[src/rtl/memory_island_pkg.sv]
// Shared types for the memory island core.
package memory_island_pkg;

   // Arbitration priority of one bank group: narrow requesters by default,
   // wide requester after it has been starved long enough.
   typedef enum logic [0:0] {
      NARROW_PRIO = 1'b0,
      WIDE_PRIO   = 1'b1
   } bank_arb_state_e;

endpackage

[src/rtl/mem_rsp_tag_pipe.sv]
// Valid-bit delay line: Depth registered stages of Width bits, async clear.
// Tags each granted read so its response strobe lines up with the bank data.
module mem_rsp_tag_pipe #(
   parameter int unsigned Width = 1,
   parameter int unsigned Depth = 1
) (
   input  logic             clk_i,
   input  logic             rst_ni,
   input  logic [Width-1:0] vld_i,
   output logic [Width-1:0] vld_o
);

   logic [Width-1:0] vld_pipe [Depth];

   for (genvar s = 0; s < Depth; s++) begin : g_stage
      if (s == 0) begin : g_first
         // First stage captures this cycle's tags; reset drops in-flight reads.
         always_ff @(posedge clk_i or negedge rst_ni) begin
            if (!rst_ni) vld_pipe[s] <= '0;
            else         vld_pipe[s] <= vld_i;
         end
      end else begin : g_next
         // Later stages just shift the tags along.
         always_ff @(posedge clk_i or negedge rst_ni) begin
            if (!rst_ni) vld_pipe[s] <= '0;
            else         vld_pipe[s] <= vld_pipe[s-1];
         end
      end
   end

   assign vld_o = vld_pipe[Depth-1];

endmodule

[src/rtl/mem_bank_group_arbiter.sv]
// Arbitrates one group of narrow banks between per-bank narrow requests and
// a wide request spanning the group. Narrow wins by default; a wide request
// blocked MaxWideStall consecutive cycles gets the group for one grant.
module mem_bank_group_arbiter
   import memory_island_pkg::*;
#(
   parameter int unsigned NarrowPerWide = 4,
   parameter int unsigned BankLatency   = 1,
   parameter int unsigned MaxWideStall  = 4
) (
   input  logic                     clk_i,
   input  logic                     rst_ni,
   input  logic [NarrowPerWide-1:0] narrow_req_i,
   input  logic [NarrowPerWide-1:0] narrow_we_i,
   output logic [NarrowPerWide-1:0] narrow_gnt_o,
   input  logic                     wide_req_i,
   input  logic                     wide_we_i,
   output logic                     wide_gnt_o,
   output logic [NarrowPerWide-1:0] bank_en_o,
   output logic                     bank_sel_wide_o,
   output logic [NarrowPerWide-1:0] narrow_rvalid_o,
   output logic                     wide_rvalid_o
);

   localparam int unsigned      CntW   = $clog2(MaxWideStall + 1);
   localparam logic [CntW-1:0]  CntMax = CntW'(MaxWideStall);

   bank_arb_state_e              state_q;
   logic [CntW-1:0]              cnt_q;
   logic [CntW-1:0]              cnt_inc;
   logic [NarrowPerWide-1:0]     narrow_gnt;
   logic                         wide_gnt;
   logic                         wide_blocked;

   // Grants are purely combinational from requests and the priority state.
   always_comb begin
      narrow_gnt = '0;
      wide_gnt   = 1'b0;
      if (state_q == WIDE_PRIO) begin
         wide_gnt = wide_req_i;
      end else begin
         narrow_gnt = narrow_req_i;
         wide_gnt   = wide_req_i & ~|narrow_req_i;
      end
   end

   assign wide_blocked    = wide_req_i & ~wide_gnt;
   assign cnt_inc         = (cnt_q == CntMax) ? CntMax : cnt_q + CntW'(1);

   assign narrow_gnt_o    = narrow_gnt;
   assign wide_gnt_o      = wide_gnt;
   assign bank_sel_wide_o = wide_gnt;
   assign bank_en_o       = wide_gnt ? {NarrowPerWide{1'b1}} : narrow_gnt;

   // Priority FSM and starvation counter. In WIDE_PRIO the wide request is
   // either granted or withdrawn, so that state always lasts one cycle.
   always_ff @(posedge clk_i or negedge rst_ni) begin
      if (!rst_ni) begin
         state_q <= NARROW_PRIO;
         cnt_q   <= '0;
      end else begin
         case (state_q)
            NARROW_PRIO: begin
               if (wide_blocked) begin
                  cnt_q <= cnt_inc;
                  if (cnt_inc == CntMax) state_q <= WIDE_PRIO;
               end else begin
                  cnt_q <= '0;
               end
            end
            WIDE_PRIO: begin
               state_q <= NARROW_PRIO;
               cnt_q   <= '0;
            end
            default: begin
               state_q <= NARROW_PRIO;
               cnt_q   <= '0;
            end
         endcase
      end
   end

   // Read tags travel with the bank access; writes carry no tag.
   mem_rsp_tag_pipe #(
      .Width (NarrowPerWide + 1),
      .Depth (BankLatency)
   ) i_rsp_tag_pipe (
      .clk_i  (clk_i),
      .rst_ni (rst_ni),
      .vld_i  ({narrow_gnt & ~narrow_we_i, wide_gnt & ~wide_we_i}),
      .vld_o  ({narrow_rvalid_o, wide_rvalid_o})
   );

endmodule

[config.mk]
export PLATFORM = sky130hd
export DESIGN_NAME = mem_bank_group_arbiter
export DESIGN_NICKNAME = d
export VERILOG_FILES = /design/src/rtl/memory_island_pkg.sv /design/src/rtl/mem_rsp_tag_pipe.sv /design/src/rtl/mem_bank_group_arbiter.sv
export SDC_FILE = /design/constraint.sdc
export NUM_CORES = 1
export LEC_CHECK = 0
export BUFFER_PORTS_ARGS = -buffer_cell sky130_fd_sc_hd__buf_2
export CAP_MARGIN = 20
export CORE_AREA = 4 4 41 43
export DETAILED_ROUTE_END_ITERATION = 8
export DIE_AREA = 0 0 45 47
export GPL_ROUTABILITY_DRIVEN = 1
export PLACE_DENSITY_LB_ADDON = 0.25
export SLEW_MARGIN = 20
export SYNTH_ARGS = -nofsm -noshare
export SYNTH_HDL_FRONTEND = slang
export SYNTH_SLANG_ARGS = --single-unit
export TNS_END_PERCENT = 5
[constraint.sdc]
create_clock -name clk_i -period 1.2 [get_ports clk_i]
set_input_delay 0.18 -clock clk_i [delete_from_list [all_inputs] [get_ports clk_i]]
set_output_delay 0.18 -clock clk_i [all_outputs]
set_load 0.02 [all_outputs]
---- Word-level counts from Yosys, hierarchy flattened ----
Index checks and enable logic that the tools add are counted.
operators by class
  add/subtract/negate cells ............... 1
  eq/ne operators ......................... 2
  mux-type cells .......................... 9
  bitwise operators ....................... 8
  reduce and logical (&&, ||, !) cells .... 2
operators by type and width
  cell                 number
  $mux 4               2
  $eq 3x3->1 const B   2
  $mux 3               2
  $pmux 3 s2           1
  $and 4x4->4          1
  $not 4->4            1
  $reduce_or 4->1      1
  $add 3x1->3 const B  1
  $and 1x1->1          3
  $mux 1               3
  $not 1->1            3
  $pmux 1 s2           1
  $logic_not 1->1      1
word-level totals
  flip-flop bits (word level) ............. 9
  logic and storage cells ................. 25

---- Longest topological paths before layout ----
Gate-level depths: netlist (run 1).
  word-level depth ........................ 8
  mapped depth ............................ 4
  mapped depth without buffers ............ 4

---- By module ----
Synthesis (run 1) repeated with hierarchy kept, for this count alone.
unflattened totals
  cells, all modules ...................... 46
  area total of the unflattened synthesis .. 427.9 µm²
by module, submodules not included
  module                  times used  cells an instance  area each (µm²)
  mem_bank_group_arbiter  1           41                 302.8
  mem_rsp_tag_pipe        1           5                  125.1

---- Worst setup path after synthesis (run 1) ----
Ideal clock, no wire load.
  path kind ............................... register to output
  from .................................... register state_q
  to ...................................... output port wide_gnt_o
  data arrival time ....................... 1.217 ns
  data required time ...................... 1.020 ns
  path slack .............................. -0.197 ns
  stages on the path, launching flop included .. 4
  path buffers ............................ 1
  path through ............................ dfrtp_1 -> o21ai_0 -> inv_1 -> buf_4
on the way
  longest elaborated chain between the ends .. 1
ends and longest elaborated chain
  what                    RTL line                      text
  from (decl)             mem_bank_group_arbiter.sv:28  bank_arb_state_e state_q;
  from (signal assigned)  mem_bank_group_arbiter.sv:59  state_q <= NARROW_PRIO;
  from (signal assigned)  mem_bank_group_arbiter.sv:66  if (cnt_inc == CntMax) state_q <= WIDE_PRIO;
  from (signal assigned)  mem_bank_group_arbiter.sv:72  state_q <= NARROW_PRIO;
  $mux 1                  mem_bank_group_arbiter.sv:39  if (state_q == WIDE_PRIO) begin
  to (decl)               mem_bank_group_arbiter.sv:18  output logic wide_gnt_o,
No other way between the ends.

---- Final worst setup path (run 1) ----
  from .................................... register state_q
  to ...................................... output port bank_en_o[1]
on the way
  longest elaborated chain between the ends .. 2
  elaborated cells on any way between the ends .. 3
  those cells by class .................... 3 x mux
ends and longest elaborated chain
  what                              RTL line                      text
  $mux 4 or $mux 1 (tied branches)  mem_bank_group_arbiter.sv:39
  $mux 4 *                          mem_bank_group_arbiter.sv:53  assign bank_en_o = wide_gnt ? {NarrowPerWide{1'b1}} : narrow_gnt;
  to (decl)                         mem_bank_group_arbiter.sv:19  output logic [NarrowPerWide-1:0] bank_en_o,
Every way passes the cells marked *; elsewhere a longest branch is shown, timed or not.

==> results of run 1 <==
kinds of logic after synthesis:
kind of cell | count (synthesis) | synth area share
buffers and inverters | 8 | 0.07897
xor gates and xnor gates | 1 | 0.02047
AOI/OAI and AO/OA | 3 | 0.04679
and+or+nand+nor | 23 | 0.2691
DFF | 9 | 0.5263
adders and majority gates | 2 | 0.05847
layout by cell type (no fill, tap or decap), types with 2 or more instances in the layout:
master / n
buf_6: 2
inv_1: 7
dfrtp_1: 8
buf_2: 23
nor2_1: 7
nand2_1: 6
clkbuf_4: 3
nor3_1: 2
nand2b_1: 3
metal layers:
layer  vias up  global-route usage
met5         -                   0
met3         0             0.02682
met2        16              0.1808
li1        203                   -
met1       189              0.1224
met4         0             0.07018
worst paths after layout:
kind	from	to	slack (ps)	cells after the start
max reg2reg	cnt_q[0]	state_q	80	4
min reg2reg	cnt_q[0]	cnt_q[0]	500	1
min	narrow_we_i[3]	i_rsp_tag_pipe.vld_o[4]	60	2
max	state_q	bank_en_o[1]	-160	3
max in group asynchronous	rst_ni	state_q	710	2
min in group asynchronous	rst_ni	i_rsp_tag_pipe.vld_o[4]	300	2
where the power goes:
| group | internal (mW) | switching, mW |
|---|---|---|
| logic | 0.0755 | 0.107 |
| clock network | 0.128 | 0.0999 |
| registers | 0.324 | 0.0144 |
metrics by stage:
stage / setup TNS, ps / hold slack (ps) / area [um^2]
floorplan: 0 / -115.6 / 431.7
global placement: 0 / 37.64 / 573.1
detailed placement: 0 / 45.06 / 573.1
CTS: -1244 / 54.47 / 639.4
global route: -1883 / 57.49 / 641.9
finish: -1103 / 64.99 / 641.9
final cells by class:
type,count,area [um^2]
clock buffer,4,26.28
fill,128,659.4
inverter,7,26.28
multi-input combinational,29,188.9
sequential,9,226.5
tap,15,18.77
timing repair buffer,27,155.1
critical path, stage by stage, from the launching register on:
cell     delay [ps]
dfrtp_2         450
or2b_1          270
nand2_1          80
buf_6           120
sequential cells by signal, indices dropped and copies added, names as in the netlist:
signal                count
state_q                   1
i_rsp_tag_pipe.vld_o      5
cnt_q                     3
repair_timing:
item	CTS	global route
hold buffers	1	0
cloned	0	0
setup endpoints to repair	10	11
hold endpoints to repair	9	0
gates resized for setup	8	1
pin swaps	1	0
==> impl_results.md, run 1 <==
* Worst hold-check path type: input port to register
* Failing checks: setup timing
* Commonest cells in the netlist: dfrtp_1, inv_1, nor2_1
* IO Port Bufs at 26
* Worst setup EP type: output pin
* Sink Count at 9
* Tcrit/Tclk final at 1.130
* Top-count cell post-synth: dfrtp_1
* Die W at 45 um
* Post-synth EDFFs at 0
* Max Clock Skew at 8.301 ps
* Post-Route Utilization at 0.4933
* Status: complete, but fails checks
* Met3 wire length at about 75 um
* Final setup fails at 10
* Worst-path fanout max at 6
* Worst Path Required at 1020 ps
* CTS tree: done
* Ys async rst share at 1.000
* P per Cell Area at 1166 nW/um^2
* Vias per cell at 4.484
* Least-Margin Pin Slew at between 300 and 400 ps
* Post-route ant nets at 0
* Die ar. at 2115 um^2
* Max-slew violation count at 0
* Syn. warnings at 0
* Max transition margin at 0.7792
* Mapped Area at between 400 and 500 um^2
* Power Total at ~0.75 mW
* Layout cells sized above 1 at 0.4474
* Core ar. at between 1000 and 1500 um^2
* Setup ws final at -156.5 ps
* Total Nets Final at 91
* Finished Layout Cells at 91
* Wire length of the first global-routing pass at about 1.6 mm
* DRT iter0 DRCs at 5
* All-layer global routing usage at 0.1080
* Post-DP HPWL at ~830 um
* H-tree Lvls at 1
* Pleak at 0.3781 nW
* Largest net degree at the start of global routing at 10
* Antenna cells at 0
* Dpl ws at ~14 ps
* Clk Latency, worst-skew pair at ~260 ps
* Max Used Layer: met3
* WP data arrival at 1180 ps
* Drt first pass iters at 4
* Max VDD drop at 0.0005323 V
* Row count at 13
* Post-Place Cells at 86
* Final min period at 1357 ps
* Clock Path Buffers at 2
* Layout area overhead at 50.00%
* Io pins at 27
* Max cap viols at 0
* Post-synthesis register bit count at 9
* Via count at between 400 and 500
* Cell taking the most area after synthesis: dfrtp_1
* Number of antenna violations at the first check in global routing at 0
* Yosys top cell area share at 0.5263
* Fmax achieved at 0.7372 GHz
* Yosys cell types at 17
* Post-Syn Instances at 46
* CTS Buf Count at 3
* Die height at 47 um
* Fin. Hold Viols at 0
* CTS root buf: clkbuf_4
* Syn Area/Cell at 9.302 um^2
* Residual DRC count at 0
* Top post-synthesis cells by area: dfrtp_1, inv_1, nor2_1, ha_1, nand2_1
* Register area share after synthesis at 0.5263
* CP Launch Type: register
* DR WL met2 at 553 um
* Grt total ovfl at 0
* Initial Util at 0.3288
* Main flop type after synthesis: dfrtp_1
* Drt total wl at about 1.0 mm
* Vias in the first global route at 363
* Worst-path clk slew at roughly 60 ps
* Met1 wire length at between 400 and 500 um
* Routability congestion estimate at 0.6556
* RSZ-0062 raised after global routing: yes
* Syn nets at 60
* Wirelength per Cell at ~11 um
* Post-CTS Setup Bufs at 0
* Critical path class: register to output pin
No activity file was read; power rests on OpenSTA's default activity.
==> inputs of run 2 (changes only) <==
CAP_MARGIN = not set   (was 20)
CELL_PAD_IN_SITES_DETAIL_PLACEMENT = 1   (was not set)
CELL_PAD_IN_SITES_GLOBAL_PLACEMENT = 2   (was not set)
CORE_AREA = not set   (was 4 4 41 43)
CORE_MARGIN = 4   (was not set)
CORE_UTILIZATION = 19   (was not set)
DIE_AREA = not set   (was 0 0 45 47)
==> run 2 against run 1 <==
  * The run still ends with setup timing left
  * Cell area grew 5.5%
  * Final cell count grew 15%
  * Non-clock buffer count grew 2
  * Worst setup slack lost 3.0 ps
==> impl_results.md, run 2 (synthesized netlist as in run 1, its figures left out) <==
* Status: complete, but fails checks
* Failing checks: setup timing
* Switch share at 0.2969 (+0.001681)
* Drt total wl at 1.095 mm (+5.8%)
* Io pins at 27 (unchanged)
* Int Power at 0.5320 mW (+0.86%)
* CTS Buf Count at 3 (unchanged)
* Reg power frac at 0.448 (-0.004)
* Hold path start: wide_we_i
* Worst hold-check path type: input port to register
* Layout cells sized above 1 at 0.4744 (+0.02699)
* H-tree Lvls at 1 (unchanged)
* DRT iter0 DRCs at 3 (-2)
* Wirelength per Cell at 10.43 um (-8.3%)
* Final instance area at 676.9 um^2 (+5.5%)
* P per Cell Area at 1118 nW/um^2 (-4.1%)
* Final min period at 1359 ps (+2.986 ps)
* Layout area overhead at 58.19%
* Commonest non-fill, non-tap cells in the layout: buf_2, dfrtp_1, inv_1, nor2_1, nand2_1
* Post-route ant nets at 0 (unchanged)
* Critical path class: register to output pin
* Grt total ovfl at 0 (unchanged)
* Fin. Hold Viols at 0 (unchanged)
* IO Port Bufs at 26 (unchanged)
* Post-Place Cells at 100 (+16%)
* Die W at 55.46 um (+23%)
* Worst Path Required at 1020 ps (about the same)
* Max Clock Skew at 3.841 ps (-4.460 ps)
* Worst setup EP type: output pin
* Least-Margin Pin Slew at 331.5 ps (+3.070 ps)
* Clk Latency, worst-skew pair at 250 ps (about the same)
* Combinational fraction of design power at 0.254 (+0.011)
* Clock power share at 0.298 (-0.006)
* Worst-path clk slew at 60 ps (about the same)
* Max transition margin at 0.7772 (-0.002064)
* Initial Util at 0.2096 (-0.1193)
* Fin Setup TNS at -997.9 ps (+104.7 ps)
* Row count at 16 (+3)
* Max reg flops at 5 (unchanged)
* Wire length of the first global-routing pass at 1.973 mm (+24%)
* Via count at 407 (-0.25%)
* Vias in the first global route at 441 (+21%)
* Largest net degree at the start of global routing at 10 (unchanged)
* CTS tree: done
* Setup ws final at -159.5 ps (-2.986 ps)
* Sw Pwr at 0.2247 mW (+1.7%)
* Fin Hold WS at 66.71 ps (+1.719 ps)
* Vias per cell at 3.876 (-14%)
* Worst-path fanout max at 6 (unchanged)
* WP data arrival at 1180 ps (about the same)
* Placed cell area at 603.1 um^2 (+5.2%)
* Antenna cells at 0 (unchanged)
* CTS root buf: clkbuf_4
* Total Nets Final at 93 (+2.2%)
* Reg2reg start: cnt_q[0]
* Fmax achieved at 0.7356 GHz (-0.22%)
* Post-DP HPWL at 921.5 um (+10%)
* Core ar. at 2042 um^2 (+57%)
* Die ar. at 3075 um^2 (+45%)
* Sink Count at 9 (unchanged)
* Clock Path Buffers at 2 (unchanged)
* Max cap viols at 0 (unchanged)
* Finished Layout Cells at 105 (+15%)
* Max VDD drop at 0.0003105 V (-42%)
* Commonest non-fill, non-tap cell in the layout: buf_2
* All-layer global routing usage at 0.07859 (-0.02943)
* Power Total at 0.7567 mW (+1.1%)
* RSZ-0062 raised after global routing: yes
* Layout fillers at 262 (+100%)
* Residual DRC count at 0 (unchanged)
* Drt first pass iters at 2 (-2)
* Final setup fails at 10 (unchanged)
* Max-slew violation count at 0 (unchanged)
* Tcrit/Tclk final at 1.133 (+0.002488)
* Die height at 55.46 um (+18%)
* Post-CTS Setup Bufs at 0 (unchanged)
* Pleak at 0.3886 nW (+2.8%)
* Crit path launch: state_q
* Routability congestion estimate at 0.6153 (-6.1%)
* Number of antenna violations at the first check in global routing at 0 (unchanged)
* CP Launch Type: register
-- run 2: cell types whose count changed in the layout (fill, tap and decap cells not counted), sizes merged --
cell / previous run / this run
buf: 26 / 28
-- run 2: power by group through the flow --
stage | combinational (mW) | sequential, mW | clock [mW]
3_5_place_dp | 0.177 | 0.344 | 0
2_1_floorplan | 0.0924 | 0.352 | 0
4_1_cts | 0.192 | 0.339 | 0.238
3_3_place_gp | 0.177 | 0.344 | 0
6_report | 0.192 | 0.339 | 0.226
5_1_grt | 0.214 | 0.342 | 0.260
-- run 2: path summary, 6_finish.rpt --
path	end	slack, ps	depth (start not counted)
setup / recovery	bank_en_o[1]	-160	3
hold / removal	i_rsp_tag_pipe.vld_o[0]	70	2
setup reg to reg	state_q	70	4
hold reg to reg	cnt_q[0]	520	1
max in group asynchronous	state_q	710	2
min in group asynchronous	i_rsp_tag_pipe.vld_o[0]	300	2
-- run 2: cell type report --
class / count / area (um^2) / share of cell area
Clock buffer: 4 / 26.28 / 0.03882
Inverter: 7 / 26.28 / 0.03882
Multi-Input combinational cell: 29 / 193.9 / 0.2865
Sequential cell: 9 / 226.5 / 0.3346
Tap cell: 27 / 33.78 / 0.04991
Timing Repair Buffer: 29 / 170.2 / 0.2514
-- run 2: timing repair --
item | 4_1_cts | 5_1_grt
resized for setup | 8 | 2
endpoints found under the hold margin | 9 | 0
pin swaps | 1 | 0
setup endpoints to repair | 10 | 11
hold buffers | 1 | 0
-- run 2: worst max-delay path, cell delays in order (launching register included) --
cell	delay, ps
dfrtp_2	440
or2b_1	280
nand2_1	90
buf_6	120
-- run 2: through the flow --
| stage | setup WS, ps | util |
|---|---|---|
| after floorplan | 60.64 | - |
| after global placement | -5.507 | 0.2953 |
| after detailed placement | -22.38 | 0.2953 |
| after CTS | -170.0 | 0.3278 |
| after global routing | -228.7 | 0.3315 |
| final | -159.5 | 0.3315 |
-- run 2: routing by layer --
| layer | routed length (um) | track usage | vias to the layer above |
|---|---|---|---|
| li1 | - | - | 207 |
| met1 | 491 | 0.1016 | 182 |
| met2 | 516 | 0.1199 | 16 |
| met3 | 66 | 0.01865 | 2 |
| met4 | 21 | 0.04167 | 0 |
| met5 | 0 | 0 | - |
